`src/rtl/gyro_pkg.sv`:
```
// Shared states and sensor command words for the yaw-rate reader.
// Pure declarations; no timing or flow-control behaviour of its own.
// Commands are {register/rw byte, data byte}; reads use bit 15 set.
package gyro_pkg;

    typedef enum logic [2:0] {
        PWR_WAIT,
        CFG1,
        CFG2,
        CFG3,
        WAIT_INT,
        RD_L,
        RD_H
    } reader_state_t;

    localparam logic [15:0] CMD_INT_EN = 16'h0D02;
    localparam logic [15:0] CMD_ODR    = 16'h1160;
    localparam logic [15:0] CMD_ROUND  = 16'h1440;
    localparam logic [15:0] CMD_YAW_L  = 16'hA600;
    localparam logic [15:0] CMD_YAW_H  = 16'hA700;

    localparam int PWR_BIT_FAST = 9;
    localparam int PWR_BIT_FULL = 15;

endpackage

```
`src/rtl/spi_mnrch16.sv`:
```
// 16-bit SPI master, SCLK idle high, MOSI on fall, MISO sampled 1 clk after rise.
// Latency: snd to done = 1 + 33 half periods of 2^(SCLK_DIV_W-1) clks.
// Backpressure: snd while a frame is in flight is dropped; no queueing.
module spi_mnrch16 #(
    parameter int SCLK_DIV_W = 4
) (
    input  logic        clk,
    input  logic        rst,
    input  logic        snd,
    input  logic [15:0] cmd,
    output logic        done,
    output logic [15:0] resp,
    output logic        SS_n,
    output logic        SCLK,
    output logic        MOSI,
    input  logic        MISO
);

    localparam int HW = SCLK_DIV_W - 1;
    localparam logic [HW-1:0] DIV_ONE = 1;
    localparam logic [5:0] LAST_TICK = 6'd33;

    logic          busy;
    logic [HW-1:0] div;
    logic [5:0]    hcnt;
    logic [5:0]    hnext;
    logic [15:0]   tx_sh;
    logic [15:0]   rx_sh;
    logic          smpl;
    logic          tick;

    assign tick  = busy && (&div);
    assign hnext = hcnt + 6'd1;

    // Half-period ticks: odd = SCLK fall, even = rise, 33rd = release SS_n.
    always_ff @(posedge clk) begin
        if (rst) begin
            busy  <= 1'b0;
            div   <= '0;
            hcnt  <= '0;
            tx_sh <= '0;
            rx_sh <= '0;
            smpl  <= 1'b0;
            SS_n  <= 1'b1;
            SCLK  <= 1'b1;
            MOSI  <= 1'b0;
            done  <= 1'b0;
            resp  <= '0;
        end else begin
            done <= 1'b0;
            smpl <= 1'b0;
            if (smpl) begin
                rx_sh <= {rx_sh[14:0], MISO};
            end
            if (!busy) begin
                if (snd) begin
                    busy  <= 1'b1;
                    SS_n  <= 1'b0;
                    div   <= '0;
                    hcnt  <= '0;
                    tx_sh <= cmd;
                    rx_sh <= '0;
                end
            end else begin
                div <= div + DIV_ONE;
                if (tick) begin
                    hcnt <= hnext;
                    if (hnext == LAST_TICK) begin
                        busy <= 1'b0;
                        SS_n <= 1'b1;
                        MOSI <= 1'b0;
                        done <= 1'b1;
                        resp <= rx_sh;
                    end else if (hnext[0]) begin
                        SCLK  <= 1'b0;
                        MOSI  <= tx_sh[15];
                        tx_sh <= {tx_sh[14:0], 1'b0};
                    end else begin
                        SCLK <= 1'b1;
                        smpl <= 1'b1;
                    end
                end
            end
        end
    end

endmodule

```
`src/rtl/gyro_yaw_reader.sv`:
```
// Configures the inertial sensor after power-up, then reads yaw rate on each INT.
// Latency: INT to vld ~ 2 sync clks + two SPI frames + 1 clk.
// Backpressure: none downstream; INT changes during a read pair are not queued.
module gyro_yaw_reader
    import gyro_pkg::*;
#(
    parameter bit FAST_SIM   = 1'b1,
    parameter int SCLK_DIV_W = 4
) (
    input  logic        clk,
    input  logic        rst,
    input  logic        INT,
    input  logic        MISO,
    output logic        SS_n,
    output logic        SCLK,
    output logic        MOSI,
    output logic [15:0] yaw_rt,
    output logic        vld,
    output logic        init_done
);

    reader_state_t state;
    reader_state_t state_nxt;

    logic        int_s1;
    logic        int_s2;
    logic [15:0] timer;
    logic        timer_hit;
    logic [7:0]  low_byte;
    logic        snd;
    logic [15:0] cmd;
    logic        done;
    logic [15:0] resp;
    logic        resp_hi_unused;

    assign timer_hit      = FAST_SIM ? timer[PWR_BIT_FAST] : timer[PWR_BIT_FULL];
    assign resp_hi_unused = ^resp[15:8];

    spi_mnrch16 #(
        .SCLK_DIV_W (SCLK_DIV_W)
    ) u_spi (
        .clk  (clk),
        .rst  (rst),
        .snd  (snd),
        .cmd  (cmd),
        .done (done),
        .resp (resp),
        .SS_n (SS_n),
        .SCLK (SCLK),
        .MOSI (MOSI),
        .MISO (MISO)
    );

    always_ff @(posedge clk) begin
        if (rst) begin
            state     <= PWR_WAIT;
            int_s1    <= 1'b0;
            int_s2    <= 1'b0;
            timer     <= '0;
            low_byte  <= '0;
            yaw_rt    <= '0;
            vld       <= 1'b0;
            init_done <= 1'b0;
        end else begin
            state  <= state_nxt;
            int_s1 <= INT;
            int_s2 <= int_s1;
            vld    <= 1'b0;
            // Timer freezes at the threshold, so it can never wrap.
            if (state == PWR_WAIT && !timer_hit) begin
                timer <= timer + 16'd1;
            end
            if (done) begin
                case (state)
                    CFG3:    init_done <= 1'b1;
                    RD_L:    low_byte  <= resp[7:0];
                    RD_H: begin
                        yaw_rt <= {resp[7:0], low_byte};
                        vld    <= 1'b1;
                    end
                    default: ;
                endcase
            end
        end
    end

    always_comb begin
        state_nxt = state;
        snd       = 1'b0;
        cmd       = '0;
        case (state)
            PWR_WAIT: if (timer_hit) begin
                snd       = 1'b1;
                cmd       = CMD_INT_EN;
                state_nxt = CFG1;
            end
            CFG1: if (done) begin
                snd       = 1'b1;
                cmd       = CMD_ODR;
                state_nxt = CFG2;
            end
            CFG2: if (done) begin
                snd       = 1'b1;
                cmd       = CMD_ROUND;
                state_nxt = CFG3;
            end
            CFG3: if (done) begin
                state_nxt = WAIT_INT;
            end
            // Level-sensitive: a still-high INT immediately starts another pair.
            WAIT_INT: if (int_s2) begin
                snd       = 1'b1;
                cmd       = CMD_YAW_L;
                state_nxt = RD_L;
            end
            RD_L: if (done) begin
                snd       = 1'b1;
                cmd       = CMD_YAW_H;
                state_nxt = RD_H;
            end
            RD_H: if (done) begin
                state_nxt = WAIT_INT;
            end
            default: state_nxt = PWR_WAIT;
        endcase
    end

endmodule
```
`config.mk`:
```
export PLATFORM = sky130hd
export DESIGN_NAME = gyro_yaw_reader
export DESIGN_NICKNAME = d
export VERILOG_FILES = /design/src/rtl/gyro_pkg.sv /design/src/rtl/spi_mnrch16.sv /design/src/rtl/gyro_yaw_reader.sv
export SDC_FILE = /design/constraint.sdc
export NUM_CORES = 1
export LEC_CHECK = 0
export BUFFER_PORTS_ARGS = -buffer_cell sky130_fd_sc_hd__buf_2
export CAP_MARGIN = 20
export CORE_MARGIN = 5
export CORE_UTILIZATION = 45
export DETAILED_ROUTE_END_ITERATION = 10
export SYNTH_ARGS = -nofsm -noshare
export SYNTH_HDL_FRONTEND = slang
export SYNTH_SLANG_ARGS = --single-unit
```
`constraint.sdc`:
```
create_clock -name clk -period 2.2 [get_ports clk]
set_clock_uncertainty 0.15 [all_clocks]
set_input_delay 0.11 -clock clk [delete_from_list [all_inputs] [get_ports clk]]
set_output_delay 0.11 -clock clk [all_outputs]
set_load 0.02 [all_outputs]
```
==> results of run 1 <==
==> sequential cells by signal, summed over array words and instances (netlist names) <==
| register | count |
|---|---|
| u_spi.smpl | 1 |
| u_spi.div | 3 |
| u_spi.busy | 1 |
| vld | 1 |
| u_spi.SS_n | 1 |
| int_s2 | 1 |
| init_done | 1 |
| timer | 10 |
| u_spi.resp | 8 |
| u_spi.MOSI | 1 |
| u_spi.hcnt | 6 |
| low_byte | 8 |
| u_spi.done | 1 |
| yaw_rt | 16 |
| u_spi.tx_sh | 15 |
| u_spi.rx_sh | 8 |
| u_spi.SCLK | 1 |
| int_s1 | 1 |
| state | 3 |
==> per-layer routing <==
| layer | GRT usage, % | up-vias |
|---|---|---|
| met3 | 3.37 | 8 |
| met1 | 20.4 | 1334 |
| met5 | 0 | - |
| li1 | - | 1488 |
| met4 | 5.36 | 0 |
| met2 | 24.0 | 40 |
==> synthesized netlist by cell type (6+ instances only) <==
library cell | instances | area share (%)
nor3_1 | 17 | 2.4
nand2_1 | 74 | 7.7
a31oi_1 | 6 | 1.0
o21ai_0 | 7 | 0.97
mux2i_1 | 19 | 5.3
dfxtp_1 | 87 | 48
xor2_1 | 6 | 1.5
nand3_1 | 22 | 3.1
a21oi_1 | 39 | 5.4
a311oi_1 | 6 | 1.5
clkbuf_1 | 17 | 1.8
nor2_1 | 43 | 4.5
==> timing repair <==
action | in CTS | in global routing
gates resized for setup | 0 | 4
hold endpoints to repair | 2 | 0
hold buffers | 2 | 0
setup endpoints to repair | 0 | 13
==> per-stage QoR <==
step | instances | worst slack (ns) | hold slack, ns | utilization, % | power (W)
floorplan | 416 | 0.267 | 0.0882 | - | 0.00166
global placement | 530 | 0.165 | 0.170 | 49.9 | 0.00167
detailed placement | 530 | 0.108 | 0.177 | 49.9 | 0.00167
CTS | 548 | 0.0818 | 0.0575 | 52.7 | 0.00279
global route | 548 | 0.00951 | 0.0884 | 52.9 | 0.00287
finish | 548 | 0.132 | 0.0619 | 52.9 | 0.00276
==> worst max path at each step <==
| stage | start | end | cells past startpoint |
|---|---|---|---|
| 2_1_floorplan | u_spi.div[0] | u_spi.tx_sh[5] | 7 |
| 3_3_place_gp | u_spi.hcnt[0] | u_spi.tx_sh[9] | 7 |
| 3_5_place_dp | u_spi.hcnt[0] | u_spi.tx_sh[9] | 7 |
| 4_1_cts | u_spi.hcnt[0] | u_spi.tx_sh[9] | 7 |
| 5_1_grt | u_spi.hcnt[1] | u_spi.tx_sh[9] | 7 |
| 6_report | u_spi.hcnt[0] | u_spi.tx_sh[9] | 7 |
==> power groups by stage <==
| stage | clock network [W] | registers, W | logic [W] |
|---|---|---|---|
| global route | 0.00122 | 0.00159 | 0.0000564 |
| floorplan | 0 | 0.00162 | 0.0000346 |
| finish | 0.00112 | 0.00158 | 0.0000500 |
| detailed placement | 0 | 0.00162 | 0.0000487 |
| CTS | 0.00116 | 0.00158 | 0.0000512 |
| global placement | 0 | 0.00162 | 0.0000476 |
==> cell type report <==
| class | count | area, sq um | share of cell area (%) |
|---|---|---|---|
| Sequential cell | 87 | 1740 | 42.4 |
| Timing Repair Buffer | 43 | 293 | 7.13 |
| Multi-Input combinational cell | 295 | 1720 | 42.0 |
| Clock buffer | 9 | 124 | 3.02 |
| Tap cell | 102 | 128 | 3.11 |
| Clock inverter | 7 | 77.6 | 1.89 |
| Inverter | 5 | 18.8 | 0.457 |
==> critical path, delay by kind of cell (launching register included) <==
kind,cells,cell delay [ns]
AO/OA/AOI/OAI,3,0.88
flip-flops,1,0.38
AND/OR/NAND/NOR,2,0.25
adder cells (fa/ha/maj),1,0.22
buffers and inverters,1,0.10
==> cells in the final DEF (no fill, tap or decap), types with 5 or more instances in the layout <==
cell / count
mux2i_1: 19
a311oi_1: 6
nor2_1: 43
a31oi_1: 6
buf_2: 24
inv_1: 5
xor2_1: 6
dfxtp_1: 86
nand3_1: 22
nor3_1: 17
ha_1: 5
buf_4: 15
clkbuf_8: 9
o21ai_0: 7
a21oi_1: 39
nand2_1: 73
==> kinds of logic (layout without fill, tap and decap cells) <==
group                    count (synthesis)  in the layout  synth area share (%)
AND/OR/NAND/NOR                        184            184                  23.5
XOR/XNOR                                 9              9                  2.19
buffers and inverters                   34             64                  4.23
multiplexers                            22             22                  6.28
flip-flops                              87             87                  48.3
adder cells (fa/ha/maj)                  5              5                  1.73
AO/OA/AOI/OAI                           75             75                  13.8
==> metrics.txt, run 1 <==
outcome=finished, final reports clean; total gr overflow=0; FILL cells=approximately 760; DR WL met3=around 280 microns; hold path depth=2; Post-Syn Area=around 3600 sq um; vias in the first global route=2666; worst min path class=in -> reg; reg-to-reg endpoint=u_spi.tx_sh[9]; WL met2=around 3300 microns; Distinct cells, synth=between 50 and 60; EDFF count, synth=0; M1 WL=3440 microns; IO Pins=25; sequential power share=between 50% and 60%; Nets=450; final RePlAce weighted congestion=0.790; Net Switching=between 0.0006 and 0.0007 W; # DRC=0; combinational power share=approximately 1.8%; ys flop type=dfxtp_1; WP data arrival=around 2.2 ns; crit path capture type=flip-flop; post-CTS setup repair buffer count=0; final hold violations=0; Routed Antenna Nets=0; WS Path Type=reg -> reg; FFs w/ async S/R, synth=0%; slowest stage cell, crit path=dfxtp_2; clock buffer count from CTS=9; synthesis-stage register bit count=between 80 and 90; htree depth=3; Avg Cell Area, Syn=around 8.7 sq um; post-synthesis sequential area ratio=48.3%; peak supply drop=0.000254 V; WP data required=approximately 2.3 ns; final setup vio count=0; Yosys warnings=0; DR WL/cell=about 13 microns; cell area after layout=~4000 sq um; Clk network pwr share=slightly above 40%; fin. max-slew vios=0; clock root buffer master=clkbuf_8; R2R cell count=7; f_max=483 MHz; worst rel slew slack=between 60% and 70%; unrepaired setup endpoints after global routing=false; Iter 0 DRT Violations=146; static leakage=between 1.5 and 2 nW; r2r startpoint=u_spi.hcnt[0]; row count=32; via count=around 2900; IO buf count=24; TNS Setup=0 ns; Via-to-Cell Ratio=roughly 5.2; Cell Int Power=0.00213 W; Die X=around 100 microns; power per cell area=roughly 670 nW/um^2; reg2reg setup slack=0.13 ns; Die ar.=9910 sq um; largest net degree at the start of global routing=38; Hold Path Sink=timer[5]; ANT cells=0; Hold Crit Start=rst; Post-Syn Nets=about 430; Synth Instances=~420; Die Y=about 100 microns; global-route wire length before repair=12300 microns; fin crit share=a little over nine tenths; CTS Buffer Depth=2; core area=7770 sq um; Post-DP HPWL=4890 microns; initial antenna violation count=0; CTS sink cnt=87; Area Overhead vs Synth=13.9%; min cycle time layout=roughly 2.1 ns; Starting Density=46.4%; Placed Area=around 3900 sq um; CTS tree=yes; clk slew on worst S/H paths=about 0.090 ns; Sw Ratio=22.6%; Setup crit start kind=flip-flop; share of layout cells above drive strength 1=between 10% and 20%; Routed WL=7140 microns; Least-Margin Pin Slew=~0.53 ns; Pre-antenna DRT Iters=5; maximum fanout along the worst path=14; Clock Latency Late Sink=0.36 ns; Total GRT Usage=between 15 and 20%; Top Layer Used=met4; Cell Chain, Critical Path=inv_1 > ha_1 > nor4b_1 > a41o_1 > a21oi_4 > nor3_1 > a311oi_2; Crit path largest cell delay=0.38 ns; Max Cap Viol=0
(Power assumes the default switching activity.)
==> inputs of run 2 (changes only) <==
Settings changed: SYNTH_HIERARCHICAL set to 1.
==> metrics.txt, run 2 <==
outcome=finished, final reports clean; Die Y=between 100 and 150 microns; global-route wire length before repair=between 10000 and 15000 microns; Min Hold Slack=~0.025 ns; worst min path class=in -> reg; Least-Margin Pin Slew=0.683 ns; core area=between 8000 and 9000 sq um; Yosys warnings=6; FF/Latch Area=1770 sq um; clock buffer count from CTS=9; Routed WL=7420 microns; FILL cells=760; Pre-antenna DRT Iters=4; fin. max-slew vios=0; fin crit share=a little over nine tenths; Iter 0 DRT Violations=86; final RePlAce weighted congestion=roughly 0.81; Post-DP HPWL=roughly 5000 microns; Clock Latency Late Sink=0.35 ns; biggest regs=u_spi/tx_sh x16, yaw_rt x16, timer x10; TNS Setup=0 ns; area of the multi-input gates=approximately 1800 sq um; Max Cap Viol=0; row count=33; DR WL/cell=between 10 and 15 microns; post-CTS setup repair buffer count=0; power per cell area=~650 nW/um^2; Avg Cell Area, Syn=between 9 and 10 sq um; via count=roughly 3000; Die X=about 100 microns; worst rel slew slack=a little over half; ANT cells=0; final hold violations=0; share of layout cells above drive strength 1=between 15 and 20%; static leakage=between 1.5 and 2 nW; setup slack after layout=~0.14 ns; most common cell after layout, fill and taps aside=dfxtp_1; # DRC=0; f_max=a little under 500 MHz; CTS Buffer Depth=2; largest net degree at the start of global routing=32; peak supply drop=0.000300 V; IO buf count=24; crit path capture type=flip-flop; unrepaired setup endpoints after global routing=false; WP data arrival=2.17 ns; most frequent cells in the layout=dfxtp_1, nand2_1, a21oi_1; Routed Antenna Nets=0; Die ar.=10200 sq um; Area Overhead vs Synth=14.0%; Post-Syn Area=between 3000 and 4000 sq um; min cycle time layout=~2.1 ns; Starting Density=45.9%; clock root buffer master=clkbuf_8; DP Worst Slack=0.0655 ns; maximum fanout along the worst path=10; initial antenna violation count=0; WS Path Type=reg -> reg; vias in the first global route=roughly 2700; Via-to-Cell Ratio=between 5 and 6; WP data required=2.30 ns; Nets=451; Setup crit start kind=flip-flop; clk slew on worst S/H paths=roughly 0.10 ns; htree depth=3; total gr overflow=0; CTS tree=yes; Synth Instances=roughly 410; final setup vio count=0; IO Pins=25; Total GRT Usage=between 10% and 20%; CTS sink cnt=88
-- run 2: power breakdown --
| group | switching, W | internal (W) |
|---|---|---|
| Combinational | 0.0000368 | 0.0000171 |
| Clock | 0.000647 | 0.000447 |
| Sequential | 0.00000470 | 0.00160 |
| Total | 0.000688 | 0.00206 |
-- run 2: per-stage QoR --
stage / total power, W / utilization [%] / std cells / area [sq um]
3_3_place_gp: 0.00169 / 49.3 / 534 / 4010
5_1_grt: 0.00287 / 52.3 / 552 / 4260
4_1_cts: 0.00279 / 51.9 / 552 / 4220
2_1_floorplan: 0.00168 / - / 418 / 3760
3_5_place_dp: 0.00169 / 49.3 / 534 / 4010
6_report: 0.00275 / 52.3 / 552 / 4260
-- run 2: path summary, 6_finish.rpt --
check | startpoint | endpoint | slack (ns) | depth (start not counted)
worst min register to register | low_byte[2] | yaw_rt[2] | 0.30 | 2
worst min-delay path | rst | int_s1 | 0.03 | 2
worst max register to register | u_spi/hcnt[3] | u_spi/resp[7] | 0.14 | 5
worst max-delay path | u_spi/hcnt[3] | u_spi/resp[7] | 0.14 | 5
-- run 2: layout make-up --
| cell class | count | share of cell area, % |
|---|---|---|
| clock buffers | 9 | 2.91 |
| clock inverters | 7 | 1.62 |
| inverters | 12 | 1.06 |
| multi-input cells | 283 | 42.5 |
| flip-flops and latches | 88 | 41.6 |
| well taps | 105 | 3.09 |
| repair buffers | 48 | 7.26 |
-- run 2: routing by layer --
metal / track usage (%) / vias up / part of all wire (%)
met5: 0 / - / 0
met4: 6.95 / 0 / 2.0
met3: 3.88 / 9 / 3.9
met2: 23.3 / 43 / 43
met1: 20.8 / 1361 / 51
li1: - / 1530 / -
-- run 2: worst max-delay path, cell delays in order, from the launching register on --
cell	delay, ns
dfxtp_2	0.38
nand4_2	0.15
or3_4	0.37
a211oi_2	0.41
a31oi_4	0.21
a22o_2	0.30
-- run 2: timing repair --
action / CTS / global route
gates resized for setup: 0 / 10
hold buffers: 2 / 0
setup endpoints to repair: 0 / 30
endpoints found under the hold margin: 2 / 0
==> inputs of run 3 (changes only) <==
Settings changed: ABC_AREA set to 1, CORE_ASPECT_RATIO set to 0.6.
==> metrics.txt, run 3 <==
via count=about 3300; Finished Layout Cells=~700; post-CTS setup repair buffer count=0; initial antenna violation count=0; maximum fanout along the worst path=32; Least-Margin Pin Slew=around 0.72 ns; DR WL/cell=approximately 12 microns; final RePlAce weighted congestion=0.849; Max Cap Viol=0; IO Pins=25; clock root buffer master=clkbuf_16; Final Power=roughly 0.0033 W; clock buffer count from CTS=9; static leakage=around 2.1 nW; Final Core Density=52.8%; htree depth=3; peak supply drop=0.000471 V; vias in the first global route=3161; TNS Setup=0 ns; dpl cells=673; final setup vio count=0; Pre-antenna DRT Iters=4; WP data required=2.28 ns; global-route wire length before repair=between 10000 and 15000 microns; CTS Buffer Depth=2; Starting Density=a little under half; FILL cells=~860; Setup crit start kind=flip-flop; final hold violations=0; Avg Cell Area, Syn=between 7 and 8 sq um; CTS sink cnt=between 80 and 90; ANT cells=0; share of layout cells above drive strength 1=between 10% and 20%; Crit path largest cell delay=0.43 ns; Die Y=~83 microns; Area Overhead vs Synth=14.0%; Synth Instances=between 500 and 600; Cell Chain, Critical Path=inv_2 > nor2_2 > inv_2 > o21ai_0 > nand2_1 > nand3_1 > inv_1 > nor2_1 > clkinv_1 > buf_12 > a21oi_1 > nor2_1; min cycle time layout=1.96 ns; Die X=between 100 and 150 microns; Post-Syn Area=~4000 sq um; row count=26; IO buf count=24; Clock Latency Late Sink=between 0.3 and 0.4 ns; Post-DP HPWL=approximately 5500 microns; Via-to-Cell Ratio=4.82; largest net degree at the start of global routing=33; slowest stage cell, crit path=dfxtp_1; # DRC=0; fin crit share=89.2%; crit path capture type=flip-flop; Routed WL=7990 microns; Yosys warnings=6; f_max=about 500 MHz; most frequent cells in the layout=nor2_1, nand2_1, dfxtp_1; fin. max-slew vios=0; Iter 0 DRT Violations=just under 200; most common cell after layout, fill and taps aside=nor2_1; Routed Antenna Nets=0; clk slew on worst S/H paths=about 0.060 ns; core area=roughly 8600 sq um; WP data arrival=between 2 and 2.5 ns; total gr overflow=0; biggest regs=u_spi/tx_sh x16, yaw_rt x16, timer x10; DP Worst Slack=0.240 ns; CTS tree=yes; unrepaired setup endpoints after global routing=false; Nets=about 580; setup slack after layout=0.238 ns; Total GRT Usage=between 10% and 20%; outcome=finished, final reports clean; worst min path class=in -> reg; power per cell area=roughly 730 nW/um^2; Die ar.=10800 sq um; WS Path Type=reg -> reg; worst rel slew slack=around half
## run 3: changes by cell type in the layout (fill, tap and decap cells not counted), moves of 7 or more
cell	previous run	this run
inv_1	11	47
o21ai_1	0	12
buf_4	21	8
nor2_2	0	13
nor2_1	24	105
nand2_1	61	103
clkbuf_8	9	2
a21oi_1	42	54
a211oi_1	30	0
clkbuf_16	0	9
mux2i_1	25	0
nand3_1	6	29
o21ai_0	9	23
## run 3: area by class of cell
cell class	count	area [sq um]	share of cell area, %
clock buffers	12	256	5.68
well taps	112	140	3.10
multi-input cells	384	1850	41.0
clock inverters	4	52.6	1.16
flip-flops and latches	88	1760	39.0
repair buffers	36	240	5.32
inverters	55	210	4.66
## run 3: critical path, delay by kind of cell, from the launching register on
kind	cells	cell delay [ns]
and+or+nand+nor	5	0.51
buffers and inverters	5	0.54
DFF	1	0.43
AOI/OAI and AO/OA	2	0.23
## run 3: timing repair
item / CTS / global route
hold buffers: 2 / 0
setup endpoints to repair: 0 / 1
gates resized for setup: 0 / 2
hold endpoints to repair: 2 / 0
## run 3: through the flow
step,cell area [sq um],hold slack (ns)
2_1_floorplan,3980,0.0291
3_3_place_gp,4180,0.170
4_1_cts,4510,0.0175
3_5_place_dp,4180,0.171
5_1_grt,4520,0.0234
6_report,4520,0.0221
## run 3: final timing paths
check / slack (ns) / cells past startpoint / to / start
setup / recovery: 0.24 / 12 / u_spi/tx_sh[6] / state[0]
hold / removal: 0.02 / 2 / timer[2] / rst
setup reg to reg: 0.24 / 12 / u_spi/tx_sh[6] / state[0]
hold reg to reg: 0.26 / 2 / int_s2 / int_s1
## run 3: report_power, final
group / leakage (nW) / total, W / switching (W) / internal (W)
Sequential: 0.710 / 0.00162 / 0.0000116 / 0.00161
Clock: 0.153 / 0.00156 / 0.000619 / 0.000944
Combinational: 1.25 / 0.000126 / 0.0000851 / 0.0000407
## run 3: per-layer routing
| layer | track usage, % | vias to the layer above | part of all wire [%] |
|---|---|---|---|
| met5 | 0 | - | 0 |
| met4 | 4.88 | 0 | 0.85 |
| met2 | 25.4 | 55 | 41 |
| li1 | - | 1780 | - |
| met3 | 4.84 | 8 | 4.5 |
| met1 | 21.0 | 1491 | 53 |
